[config.mk]
export PLATFORM = sky130hd
export DESIGN_NAME = sysu_sram_ctrl
export DESIGN_NICKNAME = d
export VERILOG_FILES = /design/src/rtl/sysu_sram_ctrl.sv
export SDC_FILE = /design/constraint.sdc
export NUM_CORES = 1
export LEC_CHECK = 0
export CAP_MARGIN = 20
export CORE_ASPECT_RATIO = 1.1
export CORE_MARGIN = 5
export CORE_UTILIZATION = 45
export CTS_CLUSTER_SIZE = 16
export DETAILED_ROUTE_END_ITERATION = 12
export PLACE_DENSITY = 0.77
export SETUP_SLACK_MARGIN = 0.02
export SLEW_MARGIN = 20
export SYNTH_ARGS = -nofsm -noshare
export SYNTH_HDL_FRONTEND = slang
export SYNTH_SLANG_ARGS = --single-unit
[constraint.sdc]
create_clock -name clk -period 2.8 [get_ports clk]
set_input_delay 0.28 -clock clk [delete_from_list [all_inputs] [get_ports clk]]
set_output_delay 0.28 -clock clk [all_outputs]
set_load 0.05 [all_outputs]
[src/rtl/sysu_sram_ctrl.sv]
// Request/ack sequencer for the 4x4 SRAM: orders address, data and active-low strobes, and handles a 4-word clear.
// Ack is +4 cycles (write), +5 (read) or +13 (clear); req/clr arriving while busy are dropped, not queued.
module sysu_sram_ctrl (
    input  logic       clk,
    input  logic       rst,
    input  logic       req,
    input  logic       we,
    input  logic [1:0] addr,
    input  logic [3:0] wdata,
    input  logic       clr,
    output logic       busy,
    output logic       ack,
    output logic [3:0] rdata,
    output logic       A1,
    output logic       A0,
    output logic       I3,
    output logic       I2,
    output logic       I1,
    output logic       I0,
    output logic       en,
    output logic       WR,
    output logic       RD,
    input  logic       D3,
    input  logic       D2,
    input  logic       D1,
    input  logic       D0
);

    typedef enum logic [2:0] {
        IDLE    = 3'd0,
        SETUP   = 3'd1,
        STROBE  = 3'd2,
        RELEASE = 3'd3,
        DRIVE   = 3'd4,
        DONE    = 3'd5
    } state_t;

    state_t     state;
    state_t     next_state;
    logic       op_we;
    logic       op_clr;
    logic [1:0] addr_q;
    logic [3:0] data_q;
    logic       en_nx;
    logic       wr_nx;
    logic       rd_nx;
    logic       busy_nx;
    logic       ack_nx;

    always_ff @(posedge clk) begin
        if (rst) begin
            state <= IDLE;
        end else begin
            state <= next_state;
        end
    end

    always_comb begin
        next_state = state;
        case (state)
            IDLE:    if (clr || req) next_state = SETUP;
            SETUP:   next_state = STROBE;
            STROBE:  next_state = RELEASE;
            RELEASE: begin
                if (!op_we)                        next_state = DRIVE;
                else if (op_clr && addr_q != 2'd3) next_state = SETUP;
                else                               next_state = DONE;
            end
            DRIVE:   next_state = DONE;
            DONE:    next_state = IDLE;
            default: next_state = IDLE;
        endcase
    end

    // Strobes are decoded from the state being entered so they leave flops glitch-free.
    always_comb begin
        en_nx   = !(next_state == STROBE || next_state == DRIVE);
        wr_nx   = !(next_state == STROBE && op_we);
        rd_nx   = !(next_state == STROBE && !op_we);
        busy_nx = (next_state != IDLE);
        ack_nx  = (next_state == DONE);
    end

    always_ff @(posedge clk) begin
        if (rst) begin
            op_we  <= 1'b0;
            op_clr <= 1'b0;
            addr_q <= 2'd0;
            data_q <= 4'd0;
            rdata  <= 4'd0;
            en     <= 1'b1;
            WR     <= 1'b1;
            RD     <= 1'b1;
            busy   <= 1'b0;
            ack    <= 1'b0;
        end else begin
            if (state == IDLE) begin
                if (clr) begin
                    op_we  <= 1'b1;
                    op_clr <= 1'b1;
                    addr_q <= 2'd0;
                    data_q <= 4'd0;
                end else if (req) begin
                    op_we  <= we;
                    op_clr <= 1'b0;
                    addr_q <= addr;
                    data_q <= wdata;
                end
            end
            // Clear walks 0..3 and stops; the counter never wraps back to 0.
            if (state == RELEASE && op_clr && addr_q != 2'd3) begin
                addr_q <= addr_q + 2'd1;
            end
            // D is only valid after the second falling enable in DRIVE.
            if (state == DRIVE) begin
                rdata <= {D3, D2, D1, D0};
            end
            en   <= en_nx;
            WR   <= wr_nx;
            RD   <= rd_nx;
            busy <= busy_nx;
            ack  <= ack_nx;
        end
    end

    assign A1 = addr_q[1];
    assign A0 = addr_q[0];
    assign I3 = data_q[3];
    assign I2 = data_q[2];
    assign I1 = data_q[1];
    assign I0 = data_q[0];

endmodule

==> flow_summary_export.csv, run 1 <==
group,metric,value,unit
global_routing,grt_max_degree,19,
clocking,cts_setup_buffers,0,
yosys,syn_avg_cell_area,9.81,µm²
sta,period_share,0.639,
critical_path,regToRegSetupSlack,1.30,ns
critical_path,cp-end-kind,"output port",
clocking,clkSinkCount,20,
cells_and_area,instances_no_fill,128,
clocking,cts_tree,"built",
sta,tightest_slew,0.676,ns
critical_path,crit_arrival,1.51,ns
clocking,cts_hold_buf,0,
worst_hold_path,worstHoldPathCells,2,
yosys,yosys.area.top_type,"dfxtp_1",
drt,vias,686,
worst_hold_path,hp-start,"data_q[1]",
power_and_ir_drop,ir_worst_vdd,0.000332,V
global_routing,grt_pass1_vias,630,
floorplanning,io_pins,30,
place,dp_hpwl,1240,µm
critical_path,cp.required,2.52,ns
cells_and_area,areaGrowthSynthToFinish,42.1,%
critical_path,cp_num_buf_inv,1,
drt,detail_route.wl_per_cell,13.1,µm
drt,drtPass1Iterations,4,
yosys,synth-seq-cells,20,
critical_path,critical_path_class,"reg -> out",
sta,finalSetupTns,0,ns
yosys,synth-main-ff-cell,"dfxtp_1",
drt,antenna_left,0,
clocking,clkTransAtPathRegs,0.12,ns
cells_and_area,n_antenna_cell,0,
place,gp_congestion,0.722,
clocking,htree_levels,1,
floorplanning,start_util,0.462,
outcome,run_status,"finished, final reports clean",
critical_path,max_stage_delay,0.82,ns
drt,drt_iter0_drc,8,
worst_hold_path,hold_path.class,"reg -> reg",
critical_path,reg2reg_depth,4,
power_and_ir_drop,leakage,0.410,nW
clocking,post_cts_resize_count,0,
cells_and_area,final_util,0.657,
floorplanning,die_x,50.3,µm
clocking,cts_buffers,3,
cells_and_area,regArea,400,µm²
sta,setup_viol,0,
floorplanning,fp-row-count,16,
yosys,synth.most_common_cell,"dfxtp_1",
critical_path,reg2reg_from,"state[1]",
global_routing,overflow,0,
worst_hold_path,worstHoldEndpoint,"data_q[1]",
cells_and_area,fillers,149,
drt,vias_per_cell,5.36,
cells_and_area,final_layout_size_suffix_gt1_frac,0.100,
sta,fin_crit,1.79,ns
clocking,root_buffer,"clkbuf_4",
global_routing,grt_usage,0.128,
cells_and_area,multi_input_area,370,µm²
floorplanning,die_height,54.3,µm
flow_run,cap_violations,0,
sta,slew_headroom,0.548,
critical_path,start_kind,"flop",
power_and_ir_drop,p_per_area,637,nW/µm²
yosys,ys_top_cells_by_area,"dfxtp_1, mux2i_1, nand4b_1, nor2_1, nand2_1",
yosys,synth_common_cells,"dfxtp_1, nor2_1, nand2_1",
place,post-place-cells,124,
critical_path,crit_chain,"clkdlybuf4s50_1",
critical_path,slowest_stage,"clkdlybuf4s50_1",
global_routing,grt_pass1_wl,2680,µm
yosys,synth_edf_count,0,
sta,hold_violations,0,
sta,finalClockSkew,0.00417,ns
yosys,yosys_warnings,0,
place,dp_slack,1.04,ns
floorplanning,die_area,2730,µm²
yosys,postSynthCellCount,82,
drt,route.detailed.drc,0,
yosys,synth_fp_nets,98,
place,portBuffers,29,
critical_path,worstPathMaxFanout,4,
yosys,netlist.area_leader.share,0.498,
sta,drv_slew,0,
yosys,ys_types,30,
clocking,cts_max_path_buffers,2,
cells_and_area,fin_nets,127,
drt,routed_wl,1680,µm
yosys,syn_area,805,µm²
yosys,ys_seq_area_frac,0.498,
sta,clock.fmax,559,MHz
global_routing,antenna_found_initial,0,
floorplanning,core_region_area,1740,µm²
sta,setup_ws,1.01,ns
critical_path,critPathTopFamily,"buffers and inverters",
critical_path,r2r_end,"addr_q[0]",
yosys,synthArstFlopShare,0,
clocking,clk_latency,0.30,ns
sta,rsz0062_at_grt,"no",
==> logic make-up after synthesis <==
kind of cell / synth area share
adder cells (fa/ha/maj): 0.0155
flip-flops: 0.498
AO/OA/AOI/OAI: 0.129
AND/OR/NAND/NOR: 0.243
buffers and inverters: 0.0420
XOR/XNOR: 0.0109
multiplexers: 0.0622
==> cell usage in the layout, fill, tap and decap left out, drive strengths merged <==
cell	count
mux2i	5
a311oi	1
nor2b	1
bufinv	1
nor3b	1
a211o	1
ha	1
clkdlybuf4s50	29
nor2	10
nor3	4
dfxtp	20
o21ai	2
nand4	1
o21bai	1
a21oi	6
a31oi	2
a21boi	1
nand3	2
inv	2
clkbuf	3
nor4	1
nand4b	5
xnor2	1
nand3b	1
nand2	7
o32a	1
==> metal layers <==
| metal | track usage | share of wire | vias up |
|---|---|---|---|
| met5 | 0 | 0 | - |
| met3 | 0.0354 | 0.081 | 4 |
| met4 | 0.0766 | 0.019 | 0 |
| li1 | - | - | 345 |
| met2 | 0.207 | 0.47 | 24 |
| met1 | 0.151 | 0.43 | 313 |
==> sequential cells by signal (all words and copies together), names as in the netlist, 2 cells and up <==
name / cells
addr_q: 2
state: 3
rdata: 4
data_q: 4
==> worst max path at each step <==
stage,endpoint,cells past startpoint,slack (ns),from
after floorplan,addr_q[0],4,1.40,addr_q[0]
after global placement,addr_q[1],4,1.05,clr
after detailed placement,addr_q[1],4,1.04,clr
after CTS,A0,1,1.0,addr_q[0]
after global routing,A0,1,0.96,addr_q[0]
final,A0,1,1.01,addr_q[0]
==> cell type report <==
class / instances / area share
Sequential cell: 20 / 0.350
Inverter: 2 / 0.00656
Timing Repair Buffer: 29 / 0.254
Clock inverter: 1 / 0.0263
Multi-Input combinational cell: 55 / 0.324
Clock buffer: 3 / 0.0197
Tap cell: 18 / 0.0197
==> report_power, final <==
| part | internal (W) | switching, W | leakage [nW] |
|---|---|---|---|
| logic | 0.0000693 | 0.0000952 | 0.219 |
| clock network | 0.000145 | 0.0000910 | 0.0279 |
| registers | 0.000305 | 0.0000228 | 0.163 |
| total | 0.000519 | 0.000209 | 0.410 |
==> stage by stage <==
step	instance area (µm²)	total power, W	hold WS (ns)
finish	1140	0.000728	0.461
global route	1140	0.000759	0.491
CTS	1140	0.000734	0.461
detailed placement	1090	0.000499	0.446
global placement	1090	0.000497	0.438
floorplan	805	0.000447	0.404
Note: power is estimated with default switching activity, not from simulation.
==> inputs of run 2 (changes only) <==
Settings changed: CORE_UTILIZATION 45 to 42, PLACE_DENSITY 0.77 to 0.73.
Clock period 2.8 ns to 1.7 ns, I/O delays scaled along.
==> flow_summary_export.csv, run 2 (synthesized netlist as in run 1, its figures left out) <==
group,metric,value,unit
outcome,run_status,"finished, final reports clean",
global_routing,grt_pass1_wl,2970,µm
sta,clock.fmax,620,MHz
global_routing,overflow,0,
cells_and_area,mostFrequentLayoutCells,"clkdlybuf4s50_1, dfxtp_1, nor2_1, nand2_1",
clocking,clkSinkCount,20,
floorplanning,fp-row-count,16,
cells_and_area,layout_commonest_cell,"clkdlybuf4s50_1",
drt,routed_wl,1760,µm
drt,detail_route.wl_per_cell,13.2,µm
floorplanning,die_x,51.7,µm
floorplanning,start_util,0.447,
worst_hold_path,worstHoldPathCells,2,
sta,tightest_slew,0.525,ns
critical_path,crit_arrival,1.44,ns
cells_and_area,instances_no_fill,133,
floorplanning,die_height,55.9,µm
floorplanning,die_area,2890,µm²
drt,vias_per_cell,5.32,
critical_path,critical_path_class,"reg -> out",
clocking,htree_levels,1,
clocking,cts_hold_buf,0,
clocking,post_cts_resize_count,0,
sta,setup_viol,0,
global_routing,grt_usage,0.136,
power_and_ir_drop,ir_worst_vdd,0.000597,V
sta,finalSetupTns,0,ns
cells_and_area,reg_top3,"data_q x4, rdata x4, state x3",
sta,period_share,0.949,
clocking,cts_setup_buffers,0,
critical_path,cp-end-kind,"output port",
sta,fin_crit,1.61,ns
sta,setup_ws,0.0874,ns
sta,hold_violations,0,
cells_and_area,areaGrowthSynthToFinish,46.3,%
sta,slew_headroom,0.649,
drt,drt_iter0_drc,8,
clocking,root_buffer,"clkbuf_4",
cells_and_area,n_antenna_cell,0,
cells_and_area,fin_nets,132,
clocking,clkTransAtPathRegs,0.11,ns
drt,route.detailed.drc,0,
critical_path,crit_chain,"clkdlybuf4s50_1",
critical_path,reg2reg_depth,4,
clocking,cts_tree,"built",
sta,rsz0062_at_grt,"no",
floorplanning,core_region_area,1800,µm²
global_routing,grt_max_degree,12,
critical_path,start_kind,"flop",
sta,finalClockSkew,0.00847,ns
place,portBuffers,29,
sta,drv_slew,0,
critical_path,critPathTopFamily,"buffers and inverters",
flow_run,cap_violations,0,
critical_path,max_stage_delay,0.81,ns
drt,antenna_left,0,
worst_hold_path,hold_path.class,"reg -> reg",
clocking,cts_max_path_buffers,2,
place,dp_hpwl,1380,µm
sta,holdWs,0.456,ns
drt,vias,707,
cells_and_area,final_layout_size_suffix_gt1_frac,0.148,
critical_path,slowest_stage,"clkdlybuf4s50_1",
critical_path,worstPathMaxFanout,2,
global_routing,antenna_found_initial,0,
critical_path,critical_path_depth,1,
power_and_ir_drop,totalPowerFinal,0.00110,W
floorplanning,io_pins,30,
critical_path,cp.required,1.53,ns
place,gp_congestion,0.735,
critical_path,cp_num_buf_inv,1,
place,post-place-cells,129,
clocking,clk_latency,0.30,ns
power_and_ir_drop,p_per_area,931,nW/µm²
place,dp_slack,0.221,ns
global_routing,grt_pass1_vias,670,
power_and_ir_drop,leakage,0.538,nW
clocking,cts_buffers,3,
drt,drtPass1Iterations,4,
[run 2: changes by cell type in the layout (fill, tap and decap cells not counted)]
cell             delta
dlymetal6s2s_1      +6
clkdlybuf4s50_1     -7
buf_4               +6
bufinv_16           -1
clkbuf_8            +1
[run 2: cell type report]
cell class              count  area (µm²)
multi-input cells          55         370
inverters                   2        7.51
clock buffers               4        36.3
well taps                  18        22.5
repair buffers             34         340
fillers                   154         624
flip-flops and latches     20         400
[run 2: worst paths after layout]
check / from / slack, ns / endpoint
min: data_q[3] / 0.46 / data_q[3]
max: rdata[0] / 0.09 / rdata[0]
min reg2reg: data_q[3] / 0.46 / data_q[3]
max reg2reg: state[1] / 0.25 / addr_q[0]
[run 2: per-layer routing]
layer / wire [µm] / GRT usage / share of wire / up-vias
met5: 0 / 0 / 0 / -
li1: - / - / - / 360
met1: 820 / 0.179 / 0.47 / 330
met2: 848 / 0.202 / 0.48 / 12
met4: 35 / 0.0712 / 0.020 / 0
met3: 57 / 0.0322 / 0.032 / 5
[run 2: report_power, final]
part,switching (W),leakage [nW],internal [W]
registers,0.0000375,0.163,0.000503
logic,0.000159,0.353,0.000124
clock network,0.000142,0.0210,0.000131
[run 2: per-stage QoR]
step,cell area [µm²],util
floorplan,805,-
global placement,1130,0.625
detailed placement,1130,0.625
CTS,1160,0.645
global route,1180,0.653
finish,1180,0.653
[run 2: worst reg2reg max path: cells and delay by family (launching register included)]
kind / cells / cell delay (ns)
and+or+nand+nor: 1 / 0.33
AOI/OAI and AO/OA: 3 / 0.62
DFF: 1 / 0.45
